`src/rtl/pipe_delay_tracker.sv`:
```
// Elastic DEPTH-stage delay line for multi-cycle execute units: payload plus
// register-write tags, per-stage/global flush, bubble collapsing, hazard lookups.
module pipe_delay_tracker #(
  parameter int WIDTH   = 32,
  parameter int DEPTH   = 3,
  parameter int RD_W    = 5,
  parameter int N_QUERY = 2,
  localparam int CW     = $clog2(DEPTH + 1),
  localparam int SW     = $clog2(DEPTH)
) (
  input  logic                    clk,
  input  logic                    reset_n,
  input  logic                    valid_i,
  output logic                    ready_o,
  input  logic [WIDTH-1:0]        data_i,
  input  logic [RD_W-1:0]         rd_i,
  input  logic                    reg_write_i,
  input  logic                    fp_reg_write_i,
  input  logic [DEPTH-1:0]        flush_i,
  input  logic                    flush_all_i,
  output logic                    valid_o,
  input  logic                    ready_i,
  output logic [WIDTH-1:0]        data_o,
  output logic [RD_W-1:0]         rd_o,
  output logic                    reg_write_o,
  output logic                    fp_reg_write_o,
  output logic [DEPTH-1:0]        stage_valid_o,
  output logic [CW-1:0]           count_o,
  input  logic [N_QUERY*RD_W-1:0] qry_rs_i,
  input  logic [N_QUERY-1:0]      qry_fp_i,
  output logic [N_QUERY-1:0]      qry_hit_o,
  output logic [N_QUERY*SW-1:0]   qry_stage_o
);

  logic [DEPTH-1:0] v_q, rw_q, fw_q;
  logic [WIDTH-1:0] data_q [DEPTH];
  logic [RD_W-1:0]  rd_q   [DEPTH];
  logic [CW-1:0]    cnt_q, cnt_nxt;

  logic [DEPTH-1:0] ev, mv, ld, nv;
  logic             go;
  logic             accept;

  // A stage may advance when every stage ahead of it is either a hole or
  // itself advancing; "go" carries that condition back from the output.
  always_comb begin
    ev = v_q & ~flush_i & {DEPTH{~flush_all_i}};
    mv = '0;
    go = ready_i;
    for (int k = DEPTH - 1; k >= 0; k--) begin
      mv[k] = ev[k] & go;
      go    = go | ~ev[k];
    end
    ready_o = ~flush_all_i & (~ev[0] | mv[0]);
    accept  = valid_i & ready_o;
    ld      = {mv[DEPTH-2:0], accept};
    nv      = ld | (ev & ~mv);
    cnt_nxt = '0;
    for (int k = 0; k < DEPTH; k++) begin
      cnt_nxt = cnt_nxt + CW'(nv[k]);
    end
  end

  always_ff @(posedge clk) begin
    if (!reset_n) begin
      v_q   <= '0;
      rw_q  <= '0;
      fw_q  <= '0;
      cnt_q <= '0;
      for (int k = 0; k < DEPTH; k++) begin
        data_q[k] <= '0;
        rd_q[k]   <= '0;
      end
    end else begin
      v_q   <= nv;
      cnt_q <= cnt_nxt;
      if (ld[0]) begin
        data_q[0] <= data_i;
        rd_q[0]   <= rd_i;
        rw_q[0]   <= reg_write_i;
        fw_q[0]   <= fp_reg_write_i;
      end
      for (int k = 1; k < DEPTH; k++) begin
        if (ld[k]) begin
          data_q[k] <= data_q[k-1];
          rd_q[k]   <= rd_q[k-1];
          rw_q[k]   <= rw_q[k-1];
          fw_q[k]   <= fw_q[k-1];
        end
      end
    end
  end

  // Scan oldest to youngest so the lowest matching stage wins.
  always_comb begin
    qry_hit_o   = '0;
    qry_stage_o = '0;
    for (int j = 0; j < N_QUERY; j++) begin
      for (int k = DEPTH - 1; k >= 0; k--) begin
        if (ev[k] && rd_q[k] == qry_rs_i[j*RD_W +: RD_W] &&
            (qry_fp_i[j] ? fw_q[k] : (rw_q[k] && rd_q[k] != '0))) begin
          qry_hit_o[j]             = 1'b1;
          qry_stage_o[j*SW +: SW]  = SW'(k);
        end
      end
    end
  end

  assign valid_o        = ev[DEPTH-1];
  assign data_o         = data_q[DEPTH-1];
  assign rd_o           = rd_q[DEPTH-1];
  assign reg_write_o    = rw_q[DEPTH-1];
  assign fp_reg_write_o = fw_q[DEPTH-1];
  assign stage_valid_o  = ev;
  assign count_o        = cnt_q;

endmodule

```
`config.mk`:
```
export PLATFORM = sky130hd
export DESIGN_NAME = pipe_delay_tracker
export DESIGN_NICKNAME = d
export VERILOG_FILES = /design/src/rtl/pipe_delay_tracker.sv
export SDC_FILE = /design/constraint.sdc
export NUM_CORES = 1
export LEC_CHECK = 0
export ABC_CLOCK_PERIOD_IN_PS = 5570
export BUFFER_PORTS_ARGS = -buffer_cell sky130_fd_sc_hd__buf_4
export CAP_MARGIN = 5
export CORE_MARGIN = 1
export CORE_UTILIZATION = 35
export DETAILED_ROUTE_END_ITERATION = 8
export GPL_ROUTABILITY_DRIVEN = 0
export GPL_TIMING_DRIVEN = 0
export PLACE_DENSITY = 0.58
export SLEW_MARGIN = 30
export SYNTH_ARGS = -nofsm -noshare
export SYNTH_HDL_FRONTEND = slang
export SYNTH_SLANG_ARGS = --single-unit
```
`constraint.sdc`:
```
create_clock -name clk -period 5.57 [get_ports clk]
set_input_delay 0.557 -clock clk [delete_from_list [all_inputs] [get_ports clk]]
set_output_delay 0.557 -clock clk [all_outputs]
set_load 0.02 [all_outputs]
```
==> flow_summary.toml, run 1 <==
[worst_setup_path]
critPathLaunchType = "register"
cp_max_fo = 5
crit_chain = "xor2_1, nor4_1, o2111a_1, nor3b_1, buf_4"
critPathRequiredTime_ns = 5.01
r2r_slack_ns = 3.53
cp_slowest_cell = "edfxtp_1"
arrival_ns = 2.05
critPathKind = "reg2out"
max_stage_delay_ns = 0.49
crit_path_end_kind = "output pin"

[yosys]
synth_top_area_cell = "edfxtp_1"
syn_nets = 466
synth_warnings = 0
yosys-top-cells-area = "edfxtp_1 61%, and2_1 13%, buf_4 5.2%"
synth_top_area_frac = 0.6092
netlist_top_cells_count = "111 x and2_1, 111 x edfxtp_1, 38 x buf_4"
syn_inst = 406
ys_types = 38
synth_xor_area_frac = 0.04802
synthAdderAreaFrac = 0.003659
synth-edff-count = 111
ys_ff_latch = 122
synth_area_um2 = 5471
yosysSeqAreaShare = 0.6494
synth_flop_cell = "edfxtp_1"
synth.avg_cell_area_um2 = 13.48
synth_compound_area_frac = 0.02218
synth-async-reset-ratio = 0
synthMuxAreaShare = 0.01669
yosys.area_share.simple = 0.1916
synth_top_family_by_area = "simple AND/OR/NAND/NOR gates"

[layout]
drive_above_1_share = 0.3612
design_area_um2 = 7258
diodes = 0
area_growth_pct = 32.65
fillers = 1337
multi_input_area_um2 = 1569
final_util = 0.4774
layout.area.seq_um2 = 3553
final_nets = 598

[clock_network]
cts_max_level = 4
clockBufferDepth = 2
cts_buffers = 17
cts_hold_buf = 0
cts_tree = "done"
worstSkewPairLatency_ns = 0.40
post_cts_buffers = 0
cts_root_buf = "clkbuf_16"
clkSlewWorstSetupHoldPaths_ns = 0.06
clkSinkCount = 122
cts_resized = 0

[flow_run]
maxCapViolations = 0

[route]
ant_nets = 0
drt_wl_total_um = 9890
drc_errors = 0
wl_per_cell_um = 13.38
num_vias = 3179
first_pass_iters = 4
via_per_inst = 4.302
drtIter0Drc = 97

[min_path]
min-delay-path-class = "in2reg"

[global_route]
track_usage = 0.1296
grt_pass1_vias = 3031
overflow = 0
grt_pass1_wl_um = 15410
antenna_found_initial = 0
grt_max_degree = 23

[die]
pin_count = 111
die_h_um = 127.0
die-area_um2 = 16140
coreArea_um2 = 15200
start_util = 0.3599
fp.dieW_um = 127.0
rows = 45

[sta]
fin_tns_setup_ns = 0
relSlewSlack = 0.5937
period_share = 0.4687
setup_viol = 0
worstMarginPinSlew_ns = 0.6072
fin_crit_ns = 2.611
final_hold_viol_count = 0
finalMaxSlewViolations = 0
timing.fmax_mhz = 383.1
rsz0062_at_grt = "no"
fin_skew_ns = 0.004033
whs_ns = 0.4265

[run_status]
status = "completed"

[placement]
place.port_buffers = 109
dpl_cell_area_um2 = 6660
dpl.hpwl_um = 7624

[power_and_ir_drop]
pwr_density_cell_nw_per_um2 = 322.1
fin_total_pwr_uw = 2338
ir_drop_v = 0.0001966
leakage_uw = 0.003001
## cells in the final DEF (no fill, tap or decap), drive strengths merged, types with 3 or more instances in the layout
| cell | count |
|---|---|
| buf | 162 |
| and2 | 111 |
| edfxtp | 111 |
| clkbuf | 22 |
| xor2 | 17 |
| nor2b | 14 |
| xnor2 | 13 |
| dfxtp | 11 |
| inv | 9 |
| mux2i | 8 |
| nor2 | 7 |
| nand2 | 6 |
| nand3 | 6 |
| nor4 | 6 |
| o21ai | 6 |
| nor3b | 5 |
| clkinv | 4 |
| nor3 | 3 |
| nand4 | 3 |
| a21boi | 3 |
| clkinvlp | 3 |
| bufinv | 3 |
| nand2b | 3 |
## flip-flops by register name (all words and copies together), names as in the netlist
name / flops
data_q: 96
v_q: 3
rd_q: 15
count_o: 2
rw_q: 3
fw_q: 3
## power breakdown
group	switching (uW)	internal (uW)
combinational	85.8	95.6
sequential	17.9	1050
clock	386	704
total	490	1850
## worst max-delay path: cells and delay by family, from the launching register on
kind / cells / cell delay (ns)
XOR/XNOR: 1 / 0.20
AND/OR/NAND/NOR: 2 / 0.53
buffers and inverters: 1 / 0.15
flip-flops: 1 / 0.49
AO/OA/AOI/OAI: 1 / 0.29
## worst paths after layout
check,start,end,depth (start not counted)
max,rd_q[0][4],qry_stage_o[3],5
min,data_i[13],data_q[0][13],2
max reg2reg,v_q[0],data_q[0][48],4
min reg2reg,fw_q[1],fw_q[2],2
## routing by layer
| layer | vias up | routed length, um | track usage |
|---|---|---|---|
| li1 | 1639 | - | - |
| met1 | 1470 | 4033 | 0.1448 |
| met2 | 54 | 5318 | 0.2337 |
| met3 | 16 | 302 | 0.02848 |
| met4 | 0 | 235 | 0.06373 |
| met5 | - | 0 | 0 |
## area by class of cell
class	count	area share
inverter	5	0.002586
sequential	122	0.4896
clock buffer	18	0.05913
buffer	53	0.04896
timing repair buffer	113	0.1279
multi-input combinational	226	0.2162
clock inverter	14	0.02327
tap	188	0.03241
## through the flow
step	std cells	setup slack (ns)
floorplan	406	1.357
global placement	703	0.1016
finish	739	2.959
global route	739	2.815
detailed placement	707	2.962
CTS	739	2.938
## cell families (layout without fill, tap and decap cells)
group	Yosys count	after routing
AOI/OAI and AO/OA	17	17
buffers and inverters	58	203
adders and majority gates	1	1
DFF	122	122
muxes	9	9
xor gates and xnor gates	30	30
and+or+nand+nor	169	169
Note: power is estimated with default switching activity, not from simulation.
==> run 2, diff against run 1 <==
--- a/config.mk
+++ b/config.mk
@@ -5,7 +5,8 @@
 export SDC_FILE = /design/constraint.sdc
 export NUM_CORES = 1
 export LEC_CHECK = 0
-export ABC_CLOCK_PERIOD_IN_PS = 5570
+export ABC_AREA = 1
+export ABC_CLOCK_PERIOD_IN_PS = 2200
 export BUFFER_PORTS_ARGS = -buffer_cell sky130_fd_sc_hd__buf_4
 export CAP_MARGIN = 5
 export CORE_MARGIN = 1
@@ -13,7 +14,7 @@
 export DETAILED_ROUTE_END_ITERATION = 8
 export GPL_ROUTABILITY_DRIVEN = 0
 export GPL_TIMING_DRIVEN = 0
-export PLACE_DENSITY = 0.58
+export PLACE_DENSITY = 0.6
 export SLEW_MARGIN = 30
 export SYNTH_ARGS = -nofsm -noshare
 export SYNTH_HDL_FRONTEND = slang
==> constraint.sdc (replaced) <==
create_clock -name clk -period 2.2 [get_ports clk]
set_input_delay 0.22 -clock clk [delete_from_list [all_inputs] [get_ports clk]]
set_output_delay 0.22 -clock clk [all_outputs]
set_load 0.02 [all_outputs]
==> run 2 against run 1 <==
Net effect:
- die area rose by 3.8%
- power rose to 2.6 times the previous value
- clock-buffer cell count is 1 lower
- non-clock buffer count shrank 2
- via count rose by 18%
- final cell count is 25% higher
- first-iteration DRC count grew 140%
==> flow_summary.toml, run 2 <==
[yosys]
yosysSeqAreaShare = 0.6250
synth-async-reset-ratio = 0
syn_inst = 566
yosys-top-cells-area = "edfxtp_1 59%, inv_1 8.8%, nor2_1 8.5%"
synth-edff-count = 111
synth.avg_cell_area_um2 = 10.04
synth_area_um2 = 5685
synth_top_area_cell = "edfxtp_1"
netlist_top_cells_count = "133 x inv_1, 129 x nor2_1, 111 x edfxtp_1"
syn_nets = 626
ys_types = 28
synth_flop_cell = "edfxtp_1"
yosysMostFrequentCell = "inv_1"
ys_ff_latch = 122
synth_warnings = 0
synth_top_area_frac = 0.5863

[sta]
worstMarginPinSlew_ns = 0.5755
fin_skew_ns = 0.004046
setup_viol = 0
finalMaxSlewViolations = 0
fin_crit_ns = 2.012
relSlewSlack = 0.6150
timing.fmax_mhz = 497.0
whs_ns = 0.05522
period_share = 0.9146
final_hold_viol_count = 0
fin_ws_ns = 0.1879
rsz0062_at_grt = "no"

[worst_setup_path]
crit_top_cell = "nand3_1"
cp_max_fo = 6
critPathRequiredTime_ns = 1.98
critPathKind = "reg2out"
crit_path_end_kind = "output pin"
cp_slowest_cell = "dfxtp_1"
arrival_ns = 1.79
crit_chain = "inv_1, nor3_4, nand3_1, nor2_1, nand3_1, nor2b_1, buf_4"
critPathLaunchType = "register"
max_stage_delay_ns = 0.32

[die]
coreArea_um2 = 15890
rows = 46
start_util = 0.3579
die-area_um2 = 16760
die_h_um = 129.5
fp.dieW_um = 129.5
pin_count = 111

[layout]
fillers = 1511
final_cell_mix = "148 x buf_4, 133 x inv_1, 129 x nor2_1"
drive_above_1_share = 0.3094
final_util = 0.4704
top_register = "data_q"
area_growth_pct = 31.43
final_common_cell = "buf_4"
layout.area.seq_um2 = 3553
final_nets = 758
multi_input_area_um2 = 1209
final_cells = 927
largest_reg_flops = 96
diodes = 0
top_regs = "data_q: 96 flops, rd_q: 15 flops"

[flow_run]
maxCapViolations = 0

[route]
drc_errors = 0
drtIter0Drc = 231
ant_nets = 0
first_pass_iters = 4
via_per_inst = 4.031
wl_per_cell_um = 11.63
drt_wl_total_um = 10780
num_vias = 3737

[clock_network]
clkSlewWorstSetupHoldPaths_ns = 0.05
clockBufferDepth = 2
clkSinkCount = 122
cts_root_buf = "clkbuf_16"
cts_buffers = 17
cts_tree = "done"
worstSkewPairLatency_ns = 0.41
cts_max_level = 4
post_cts_buffers = 0

[power_and_ir_drop]
fin_total_pwr_uw = 6014
pwr_density_cell_nw_per_um2 = 804.9
ir_drop_v = 0.0004759
leakage_uw = 0.003489

[global_route]
grt_pass1_wl_um = 17190
grt_max_degree = 23
antenna_found_initial = 0
track_usage = 0.1386
overflow = 0
grt_pass1_vias = 3649

[run_status]
status = "completed"

[placement]
place_inst = 895
dpl.hpwl_um = 8055
place_ws_ns = 0.2584
place.port_buffers = 110

[min_path]
min-delay-path-class = "in2reg"
-- run 2: cell count changes after synthesis, sizes merged, moves of 8 or more --
cell / before / now
nor2: 7 / 142
nand3: 6 / 15
xor2: 17 / 8
mux2i: 8 / 0
nand2: 6 / 60
inv: 5 / 136
nor2b: 14 / 2
and2: 111 / 0
-- run 2: critical path: cells and delay by family (launching register included) --
family | cells | cell delay (ns)
buffers and inverters | 2 | 0.21
and+or+nand+nor | 5 | 0.86
DFF | 1 | 0.32
-- run 2: logic make-up (layout without fill, tap and decap cells) --
group                    count (synthesis)  after routing  share of synthesized area
AND/OR/NAND/NOR                        226            226                     0.1679
buffers and inverters                  187            332                     0.1637
flip-flops                             122            122                     0.6250
XOR/XNOR                                16             16                    0.02465
AO/OA/AOI/OAI                           14             14                    0.01518
adder cells (fa/ha/maj)                  1              1                   0.003521
-- run 2: area by class of cell --
| type | count | area share |
|---|---|---|
| flip-flops and latches | 122 | 0.4756 |
| repair buffers | 113 | 0.1216 |
| clock buffers | 17 | 0.05693 |
| clock inverters | 15 | 0.02344 |
| inverters | 136 | 0.06832 |
| well taps | 216 | 0.03617 |
| plain buffers | 51 | 0.05626 |
| multi-input cells | 257 | 0.1618 |
-- run 2: power by group --
part,switching (uW),internal (uW)
Sequential,44.4,2660
Clock,997,1780
Combinational,287,249
-- run 2: repair_timing --
action | 4_1_cts | 5_1_grt
gates resized for setup | 0 | 2
setup endpoints to repair | 0 | 2
hold buffers | 0 | 0
-- run 2: final timing paths --
kind,startpoint,to,slack (ns),cells after the start
max reg2reg,v_q[0],data_q[0][47],0.33,7
min reg2reg,fw_q[1],fw_q[2],0.53,2
min,reg_write_i,rw_q[0],0.06,3
max,v_q[0],qry_stage_o[2],0.19,7
-- run 2: through the flow --
step / setup TNS (ns) / area, um2
2_1_floorplan: 0 / 5685
3_3_place_gp: -39.14 / 6782
3_5_place_dp: 0 / 6872
4_1_cts: 0 / 7472
5_1_grt: 0 / 7472
6_report: 0 / 7472
-- run 2: per-layer routing --
metal | share of wire | vias up | GRT usage | routed length [um]
li1 | - | 1956 | - | -
met1 | 0.43 | 1689 | 0.1619 | 4661
met2 | 0.51 | 78 | 0.2312 | 5446
met3 | 0.041 | 14 | 0.04005 | 446
met4 | 0.021 | 0 | 0.07387 | 225
met5 | 0 | - | 0 | 0
